==> config.mk <==
export PLATFORM = sky130hd
export DESIGN_NAME = huffman_packer
export DESIGN_NICKNAME = d
export VERILOG_FILES = /design/src/rtl/huffman_pkg.sv /design/src/rtl/huffman_code_len.sv /design/src/rtl/huffman_packer.sv
export SDC_FILE = /design/constraint.sdc
export NUM_CORES = 1
export LEC_CHECK = 0
export CORE_ASPECT_RATIO = 0.9
export CORE_UTILIZATION = 40
export DETAILED_ROUTE_END_ITERATION = 16
export PLACE_DENSITY = 0.62
export SYNTH_ARGS = -nofsm -noshare
export SYNTH_HDL_FRONTEND = slang
export SYNTH_SLANG_ARGS = --single-unit
export TNS_END_PERCENT = 5
==> constraint.sdc <==
create_clock -name clk -period 3.5 [get_ports clk]
set_input_delay 0.7 -clock clk [delete_from_list [all_inputs] [get_ports clk]]
set_output_delay 0.7 -clock clk [all_outputs]
set_load 0.005 [all_outputs]
==> src/rtl/huffman_pkg.sv <==
// Shared definitions for the Huffman packer: table geometry, FSM states and field types.
package huffman_pkg;
  localparam int NSYM   = 6;
  localparam int MAXLEN = 8;

  typedef enum logic [1:0] {IDLE, RUN, FLUSH} state_t;
  typedef logic [2:0] sym_t;
  typedef logic [3:0] len_t;
endpackage

==> src/rtl/huffman_code_len.sv <==
// Mask-to-length decode: popcount of the mask, flagged ok only for a non-empty 2^L-1 mask.
module huffman_code_len
  import huffman_pkg::*;
(
  input  logic [MAXLEN-1:0] mask,
  output len_t              len,
  output logic              ok
);
  localparam logic [MAXLEN:0] ONE = 1;

  logic [MAXLEN:0] full;

  always_comb begin
    len = '0;
    for (int i = 0; i < MAXLEN; i++) len = len + len_t'(mask[i]);
    full = (ONE << len) - ONE;
    ok   = (len != '0) && (full == {1'b0, mask});
  end
endmodule

==> src/rtl/huffman_packer.sv <==
// Latches a six-entry Huffman code table and packs symbol codes MSB-first into bytes.
// Optional feature macro HUFFMAN_PACKER_BITCNT_EN adds a saturating total_bits output.
module huffman_packer
  import huffman_pkg::*;
(
  input  logic        clk,
  input  logic        reset,
  input  logic        code_valid,
  input  logic [7:0]  HC1,
  input  logic [7:0]  HC2,
  input  logic [7:0]  HC3,
  input  logic [7:0]  HC4,
  input  logic [7:0]  HC5,
  input  logic [7:0]  HC6,
  input  logic [7:0]  M1,
  input  logic [7:0]  M2,
  input  logic [7:0]  M3,
  input  logic [7:0]  M4,
  input  logic [7:0]  M5,
  input  logic [7:0]  M6,
  input  logic        sym_valid,
  input  logic [2:0]  sym_data,
  input  logic        sym_last,
  output logic        sym_ready,
  output logic        out_valid,
  output logic [7:0]  out_data,
  output logic        out_last,
  input  logic        out_ready,
`ifdef HUFFMAN_PACKER_BITCNT_EN
  output logic [15:0] total_bits,
`endif
  output logic        err
);
  state_t              state;
  logic [15:0]         bit_buf;
  logic [4:0]          cnt;
  logic [MAXLEN-1:0]   code_tab [NSYM];
  len_t                len_tab  [NSYM];

  logic [MAXLEN-1:0]   hc_in [NSYM];
  logic [MAXLEN-1:0]   m_in  [NSYM];
  len_t                len_in [NSYM];
  logic [NSYM-1:0]     ok_in;

  logic                accept, emit, sym_bad;
  len_t                sel_len;
  logic [MAXLEN-1:0]   sel_code;
  logic [15:0]         base_buf, next_buf;
  logic [4:0]          base_cnt, next_cnt;

  assign hc_in[0] = HC1;  assign m_in[0] = M1;
  assign hc_in[1] = HC2;  assign m_in[1] = M2;
  assign hc_in[2] = HC3;  assign m_in[2] = M3;
  assign hc_in[3] = HC4;  assign m_in[3] = M4;
  assign hc_in[4] = HC5;  assign m_in[4] = M5;
  assign hc_in[5] = HC6;  assign m_in[5] = M6;

  for (genvar i = 0; i < NSYM; i++) begin : g_len
    huffman_code_len u_len (
      .mask (m_in[i]),
      .len  (len_in[i]),
      .ok   (ok_in[i])
    );
  end

  assign sym_ready = (state == RUN) && (cnt <= 5'd8);
  assign out_valid = ((state == RUN) && (cnt >= 5'd8)) || (state == FLUSH);
  assign out_last  = (state == FLUSH) && (cnt <= 5'd8);
  assign out_data  = bit_buf[15:8];
  assign accept    = sym_valid & sym_ready;
  assign emit      = out_valid & out_ready;

  // A simultaneous emit shifts first, so the appended code lands at cnt-8.
  always_comb begin
    sel_len  = '0;
    sel_code = '0;
    sym_bad  = 1'b0;
    if (accept) begin
      if (sym_data >= sym_t'(1) && sym_data <= sym_t'(NSYM)) begin
        sel_len  = len_tab[sym_data - sym_t'(1)];
        sel_code = code_tab[sym_data - sym_t'(1)];
      end else begin
        sym_bad = 1'b1;
      end
    end
    base_buf = emit ? {bit_buf[7:0], 8'h00} : bit_buf;
    base_cnt = emit ? (cnt - 5'd8) : cnt;
    next_buf = base_buf | ({8'h00, sel_code} << (5'd16 - base_cnt - {1'b0, sel_len}));
    next_cnt = base_cnt + {1'b0, sel_len};
  end

  // Table storage carries no reset; it is only meaningful after a capture.
  always_ff @(posedge clk) begin
    if (state == IDLE && code_valid) begin
      for (int i = 0; i < NSYM; i++) begin
        code_tab[i] <= ok_in[i] ? (hc_in[i] & m_in[i]) : '0;
        len_tab[i]  <= ok_in[i] ? len_in[i] : '0;
      end
    end
  end

`ifdef HUFFMAN_PACKER_BITCNT_EN
  logic [16:0] bits_sum;
  assign bits_sum = {1'b0, total_bits} + {13'b0, sel_len};
`endif

  always_ff @(posedge clk or negedge reset) begin
    if (!reset) begin
      state   <= IDLE;
      bit_buf <= '0;
      cnt     <= '0;
      err     <= 1'b0;
`ifdef HUFFMAN_PACKER_BITCNT_EN
      total_bits <= '0;
`endif
    end else begin
      case (state)
        IDLE: begin
          if (code_valid) begin
            state   <= RUN;
            bit_buf <= '0;
            cnt     <= '0;
            if (!(&ok_in)) err <= 1'b1;
`ifdef HUFFMAN_PACKER_BITCNT_EN
            total_bits <= '0;
`endif
          end
        end
        RUN: begin
          bit_buf <= next_buf;
          cnt     <= next_cnt;
          if (sym_bad) err <= 1'b1;
          if (accept && sym_last) state <= FLUSH;
`ifdef HUFFMAN_PACKER_BITCNT_EN
          total_bits <= bits_sum[16] ? 16'hFFFF : bits_sum[15:0];
`endif
        end
        FLUSH: begin
          if (out_ready) begin
            if (cnt <= 5'd8) begin
              state   <= IDLE;
              bit_buf <= '0;
              cnt     <= '0;
            end else begin
              bit_buf <= next_buf;
              cnt     <= next_cnt;
            end
          end
        end
        default: state <= IDLE;
      endcase
    end
  end
endmodule

==> metrics.txt, run 1 <==
asr flop ratio synth 25.0%; H-tree depth 3; yosys warns 0; total gr overflow 0; initial antenna violation count 0; fin crit share 138%; Setup violations, final 89; family with the most delay on the worst path adder cells; slowest stage cell, crit path or4b_2; Worst Setup Start Kind primary input; post-layout min period 4820 ps; synth unique cells 86; share of cells above drive strength 1 37.7%; Power Total 0.00741 W; EDFF count, synth 72; Rel. slew slack 64.4%; post-DP HPWL 18400 µm; type of the worst setup path in2reg; die area 0.0214 mm²; vias 7564; Internal 0.00446 W; Critical Path RT 3710 ps; cts bufs inserted 9; Clock Skew 11.7 ps; Area Overhead vs Synth 50.7%; Seq/Total Area, Yosys 33.2%; Worst VDD drop 323 µV; clock latency at the later pin of the worst-skew pair 350 ps; Iteration-0 DRC Markers 354; Register Area 0.00276 mm²; fill count 1649; gpl congestion 0.886; Post-Synthesis Cell Area 0.00833 mm²; CP peak stage delay 580 ps; syn avg cell area 9.74 µm²; Leak 5.49 nW; crit path cell chain buf_8, ha_4, inv_2, fa_1, fa_1, fa_2, fa_2, buf_4, nand2b_4, o31ai_4, nand3b_1, ha_2, buf_4, or4b_2, o211ai_1, o2111ai_4, nor4b_4, a41oi_2; # port buffers 116; largest net degree at the start of global routing 52; DRC Markers 0; Root Driver clkbuf_16; placed insts 1416; Critical path buffers and inverters 4; Global Route Usage Sum 22.3%; synthesized netlist cell count 855; drt first pass iters 5; TritonCTS clock tree done; die width 154 µm; hold slack 479 ps; num ports 117; final non-filler cell total 1450; Synth Flop Type edfxtp_1; Clock Sinks 96; routed length per instance 16.0 µm; FP Rows 49; Post-Syn Nets 1030; Initial Utilization 41.3%; Core ar. 0.0202 mm²; max-cap violations 0; Psw 0.00295 W; Final Hold Viols 0; Pwr Density 590 mW/mm²; Die Ht 139 µm; Clock Power Share 13.4%; CP Capture Type flip-flop; Comb pwr share 64.9%; crit-path max FO 7; Sw Share 39.8%; footprint of the multi-input gates 0.00571 mm²; min-delay worst type reg2reg; status complete, but fails checks; fin worst setup slack -1320 ps; Slew @ Worst Pin 533 ps; CTS clk-pin slew, worst paths 70 ps; post-route ant nets 0; max-slew violation count 0; arrival time at the worst endpoint 5030 ps; number of global-route vias before repair 7605; nets 1365; Flop pwr share 21.7%; Clock Path Buffers 2; drt via density 5.22; Detailed Route WL 23200 µm; RSZ-0062 raised after global routing yes; Fin Setup TNS -90080 ps; Max Fclk 207 MHz; failing checks setup timing; first-pass GRT wire length 38000 µm; Synth Register Bits 96; # diodes 0
## timing repair
| item | in CTS | in global routing |
|---|---|---|
| gates cloned | 1 | 0 |
| pin swaps | 87 | 66 |
| hold buffers | 0 | 0 |
| setup buffers | 13 | 4 |
| endpoints found under the hold margin | 0 | 0 |
| resized for setup | 143 | 77 |
| setup endpoints to repair | 90 | 91 |
## stage by stage
step	cell area (µm²)	utilization [%]	worst slack, ps
floorplan	8450	-	-1530
global placement	11500	56.8	-2280
detailed placement	11500	56.8	-2320
CTS	12200	60.7	-1460
global route	12600	62.2	-1480
finish	12600	62.2	-1320
## state kept, by name, indices dropped and copies added (netlist names)
| name | count |
|---|---|
| bit_buf | 16 |
| err | 1 |
| len_tab | 24 |
| state | 2 |
| cnt | 5 |
| code_tab | 48 |
## cell type report
class / count / share of cell area [%]
clock buffer: 10 / 1.82
multi-input combinational: 626 / 45.5
timing repair buffer: 368 / 24.9
inverter: 89 / 2.70
tap: 255 / 2.54
clock inverter: 6 / 0.548
sequential: 96 / 22.0
## worst reg2reg max path, cell delays in order, from the launching register on
cell and delay (ps):
dfrtp_1 380, or4b_1 540, o21ai_1 180, nand4_1 250
buf_4 230, or2_2 300, ha_1 320, ha_1 320
a21oi_1 170, xor2_1 250, xnor2_2 230, nand4_1 250
buf_4 210, o21ai_0 170
## Yosys cell counts (16+ instances only)
master	count	area, µm²
nand2_1	35	131
inv_1	87	327
o21ai_0	33	165
and3_1	49	307
a21oi_1	33	165
ha_1	44	551
fa_1	26	521
and2_1	19	119
xnor2_1	22	193
edfxtp_1	72	2160
mux2i_1	24	240
nor2_1	42	158
dfrtp_1	24	601
mux2_2	16	180
nand3_1	30	150
clkbuf_1	20	75.1
nand2b_1	21	131
nor3_1	18	90.1
## metal layers
| metal | share of wire [%] | global-route usage [%] | up-vias | routed length, µm |
|---|---|---|---|---|
| met5 | 0 | 0 | - | 0 |
| met4 | 0.83 | 4.05 | 0 | 192 |
| met3 | 4.5 | 2.59 | 11 | 1050 |
| met2 | 48 | 37.1 | 173 | 11000 |
| met1 | 47 | 31.4 | 3589 | 10900 |
| li1 | - | - | 3791 | - |
## cell usage in the layout, fill, tap and decap left out, drive strengths merged, types with 7 or more instances in the layout
master,n
nor4,10
o31ai,11
buf,263
or2,7
nand2b,21
o21a,7
mux2i,24
a22o,11
nand2,35
mux2,20
fa,26
mux4,15
dlygate4sd2,9
clkbuf,11
nor2,44
xor2,16
nor3,19
xnor2,23
nand3,31
and3,49
o21ai,36
edfxtp,72
clkdlybuf4s50,90
a31oi,11
ha,44
and2,20
nor2b,14
dfrtp,24
a21oi,34
nand4,10
inv,90
o211ai,7
## cell families (layout without fill, tap and decap cells)
kind of cell	Yosys count	after routing	share of synthesized area, %
and+or+nand+nor	289	290	19.6
AOI/OAI and AO/OA	168	168	13.6
buffers and inverters	134	473	6.73
DFF	96	96	33.2
adders and majority gates	70	70	12.9
muxes	59	59	9.78
xor gates and xnor gates	39	39	4.28
## path summary, 6_finish.rpt
path                            startpoint          to  slack, ps  cells after the start
min in group asynchronous            reset      cnt[4]        720                      2
worst min register to register  bit_buf[7]  bit_buf[7]        480                      2
max in group asynchronous            reset         err       2530                      2
worst min-delay path            bit_buf[7]  bit_buf[7]        480                      2
worst max-delay path                 M5[1]         err      -1320                     18
worst max register to register      cnt[0]  bit_buf[4]       -380                     13
## power by group through the flow
stage               clock network, W  logic (W)  registers (W)
finish                      0.000995    0.00480        0.00161
global route                 0.00105    0.00525        0.00163
CTS                          0.00101    0.00462        0.00161
detailed placement                 0    0.00427        0.00163
global placement                   0    0.00421        0.00163
floorplan                          0    0.00260        0.00160
Note: power is estimated with default switching activity, not from simulation.
==> inputs of run 2 (changes only) <==
--- a/config.mk
+++ b/config.mk
@@ -5,6 +5,7 @@
 export SDC_FILE = /design/constraint.sdc
 export NUM_CORES = 1
 export LEC_CHECK = 0
+export CAP_MARGIN = 0
 export CORE_ASPECT_RATIO = 0.9
 export CORE_UTILIZATION = 40
 export DETAILED_ROUTE_END_ITERATION = 16
@@ -12,4 +13,3 @@
 export SYNTH_ARGS = -nofsm -noshare
 export SYNTH_HDL_FRONTEND = slang
 export SYNTH_SLANG_ARGS = --single-unit
-export TNS_END_PERCENT = 5
==> run 2 against run 1 <==
  * The run still ends with setup timing left
  * Sequential share of layout area is 0.97 points lower
  * Hold slack better by 7.1 ps
  * Combinational power is 19% higher
  * Non-clock buffer count is 15 higher
  * Via count grew 2.9%
  * Design area increased by 4.6%
  * Count of clock-buffer cells in the layout stayed put
  * Power up 11%
  * Largest cell class unchanged
  * Critical path depth fell by 1
  * Die area is the same
  * Flip-flop and latch count is the same
  * Critical endpoint is now code_tab[2][1]
==> metrics.txt, run 2 (same netlist as run 1, synthesis figures left out) <==
fin worst setup slack -1270 ps (+52.9 ps); clock latency at the later pin of the worst-skew pair 360 ps (about the same); status complete, but fails checks; crit-path max FO 6 (-1); max-slew violation count 0 (unchanged); min-delay worst type reg2reg; RSZ-0062 raised after global routing yes; largest registers code_tab (48), len_tab (24), bit_buf (16); initial antenna violation count 0 (unchanged); routed length per instance 16.6 µm (+3.7%); Detailed Route WL 24300 µm (+4.8%); Clock Path Buffers 2 (unchanged); failing checks setup timing; largest net degree at the start of global routing 28 (-46%); Core ar. 0.0202 mm² (unchanged); arrival time at the worst endpoint 5000 ps (-30 ps); CTS clk-pin slew, worst paths 70 ps (about the same); Final Hold Viols 0 (unchanged); most frequent cells in the layout buf_4, clkdlybuf4s50_1, inv_1, edfxtp_1, nor2_1; Iteration-0 DRC Markers 358 (+1.1%); fill count 1593 (-3.4%); max reg flops 48 (unchanged); Register Area 0.00276 mm² (unchanged); vias 7786 (+2.9%); FP Rows 49 (unchanged); Clock Skew 14.4 ps (+2.68 ps); share of cells above drive strength 1 43.1% (+5.4 points); CP Capture Type flip-flop; Pwr Density 628 mW/mm² (+6.5%); Root Driver clkbuf_16; # port buffers 116 (unchanged); Place WS -2120 ps (+204 ps); drt first pass iters 5 (unchanged); max-cap violations 0 (unchanged); gpl congestion 0.910 (+2.7%); type of the worst setup path in2reg; die area 0.0214 mm² (unchanged); Global Route Usage Sum 22.9% (+0.59 points); Setup violations, final 78 (-12%); post-route cell area 0.0131 mm² (+4.6%); H-tree depth 3 (unchanged); Critical Path RT 3730 ps (+20 ps); number of global-route vias before repair 7662 (+0.75%); Cell Area, Placed 0.0118 mm² (+2.7%); drt via density 5.31 (+1.9%); post-DP HPWL 19000 µm (+2.9%); Power Total 0.00825 W (+11%); die width 154 µm (unchanged); fin crit share 136% (-1.5 points); num ports 117 (unchanged); Max Fclk 210 MHz (+1.1%); Leak 5.62 nW (+2.3%); first-pass GRT wire length 38700 µm (+1.7%); Rel. slew slack 47.0% (-17 points); Worst VDD drop 353 µV (+9.2%); Worst Setup Start Kind primary input; # diodes 0 (unchanged); Die Ht 139 µm (unchanged); Clock Sinks 96 (unchanged); post-route ant nets 0 (unchanged); commonest non-fill, non-tap cell in the layout buf_4; DRC Markers 0 (unchanged); cts bufs inserted 9 (unchanged); Initial Utilization 41.3% (unchanged); Slew @ Worst Pin 792 ps (+260 ps); hold-fix buffers at CTS 0 (unchanged); hold slack 486 ps (+7.09 ps); total gr overflow 0 (unchanged); nets 1380 (+1.1%); post-layout min period 4770 ps (-52.9 ps); largest reg by FF count code_tab; footprint of the multi-input gates 0.00614 mm² (+7.4%); Area Overhead vs Synth 57.6%; utilization after layout 65.1% (+2.9 points); TritonCTS clock tree done
[run 2: repair_timing]
item | CTS | global route
gates cloned | 3 | 0
resized for setup | 193 | 68
pin swaps | 110 | 89
setup endpoints to repair | 90 | 90
buffers inserted | 26 | 15
[run 2: path summary, 6_finish.rpt]
kind	start	endpoint	cells after the start	slack, ps
min in group asynchronous	reset	cnt[3]	2	710
max in group asynchronous	reset	bit_buf[6]	2	2530
min	bit_buf[7]	bit_buf[7]	2	490
max	M3[0]	code_tab[2][1]	17	-1270
min reg2reg	bit_buf[7]	bit_buf[7]	2	490
max reg2reg	cnt[0]	bit_buf[13]	15	-30
[run 2: worst max-delay path, cell delays in order]
cell and delay (ps):
buf_8 100, ha_4 250, inv_2 30, fa_1 490, fa_1 430, fa_2 370
fa_2 590, inv_6 30, or4_4 520, ha_4 210, nand2b_4 150, o21ai_2 110
a32oi_2 150, xnor2_2 180, nor4_4 290, buf_4 200, and3_4 180
[run 2: area by class of cell]
class / count / share of cell area [%]
Clock buffer: 10 / 1.74
Clock inverter: 6 / 0.333
Inverter: 89 / 2.68
Multi-Input combinational cell: 626 / 46.7
Sequential cell: 96 / 21.0
Tap cell: 255 / 2.43
Timing Repair Buffer: 383 / 25.0
[run 2: routing by layer]
metal	routed length (µm)	part of all wire, %	up-vias	track usage [%]
met5	0	0	-	0
met4	564	2.3	0	6.05
met3	1280	5.3	40	3.72
met2	11400	47	239	36.8
li1	-	-	3818	-
met1	11000	45	3689	31.9
[run 2: power by group]
group	internal (W)	total, W	switching, W
registers	0.00152	0.00161	0.0000940
logic	0.00289	0.00570	0.00281
clock network	0.000487	0.000939	0.000452
[run 2: metrics by stage]
stage	instances	TNS (ps)
3_3_place_gp	1408	-145420
5_1_grt	1465	-91390
2_1_floorplan	855	-91600
6_report	1465	-80180
4_1_cts	1453	-86140
3_5_place_dp	1408	-149690
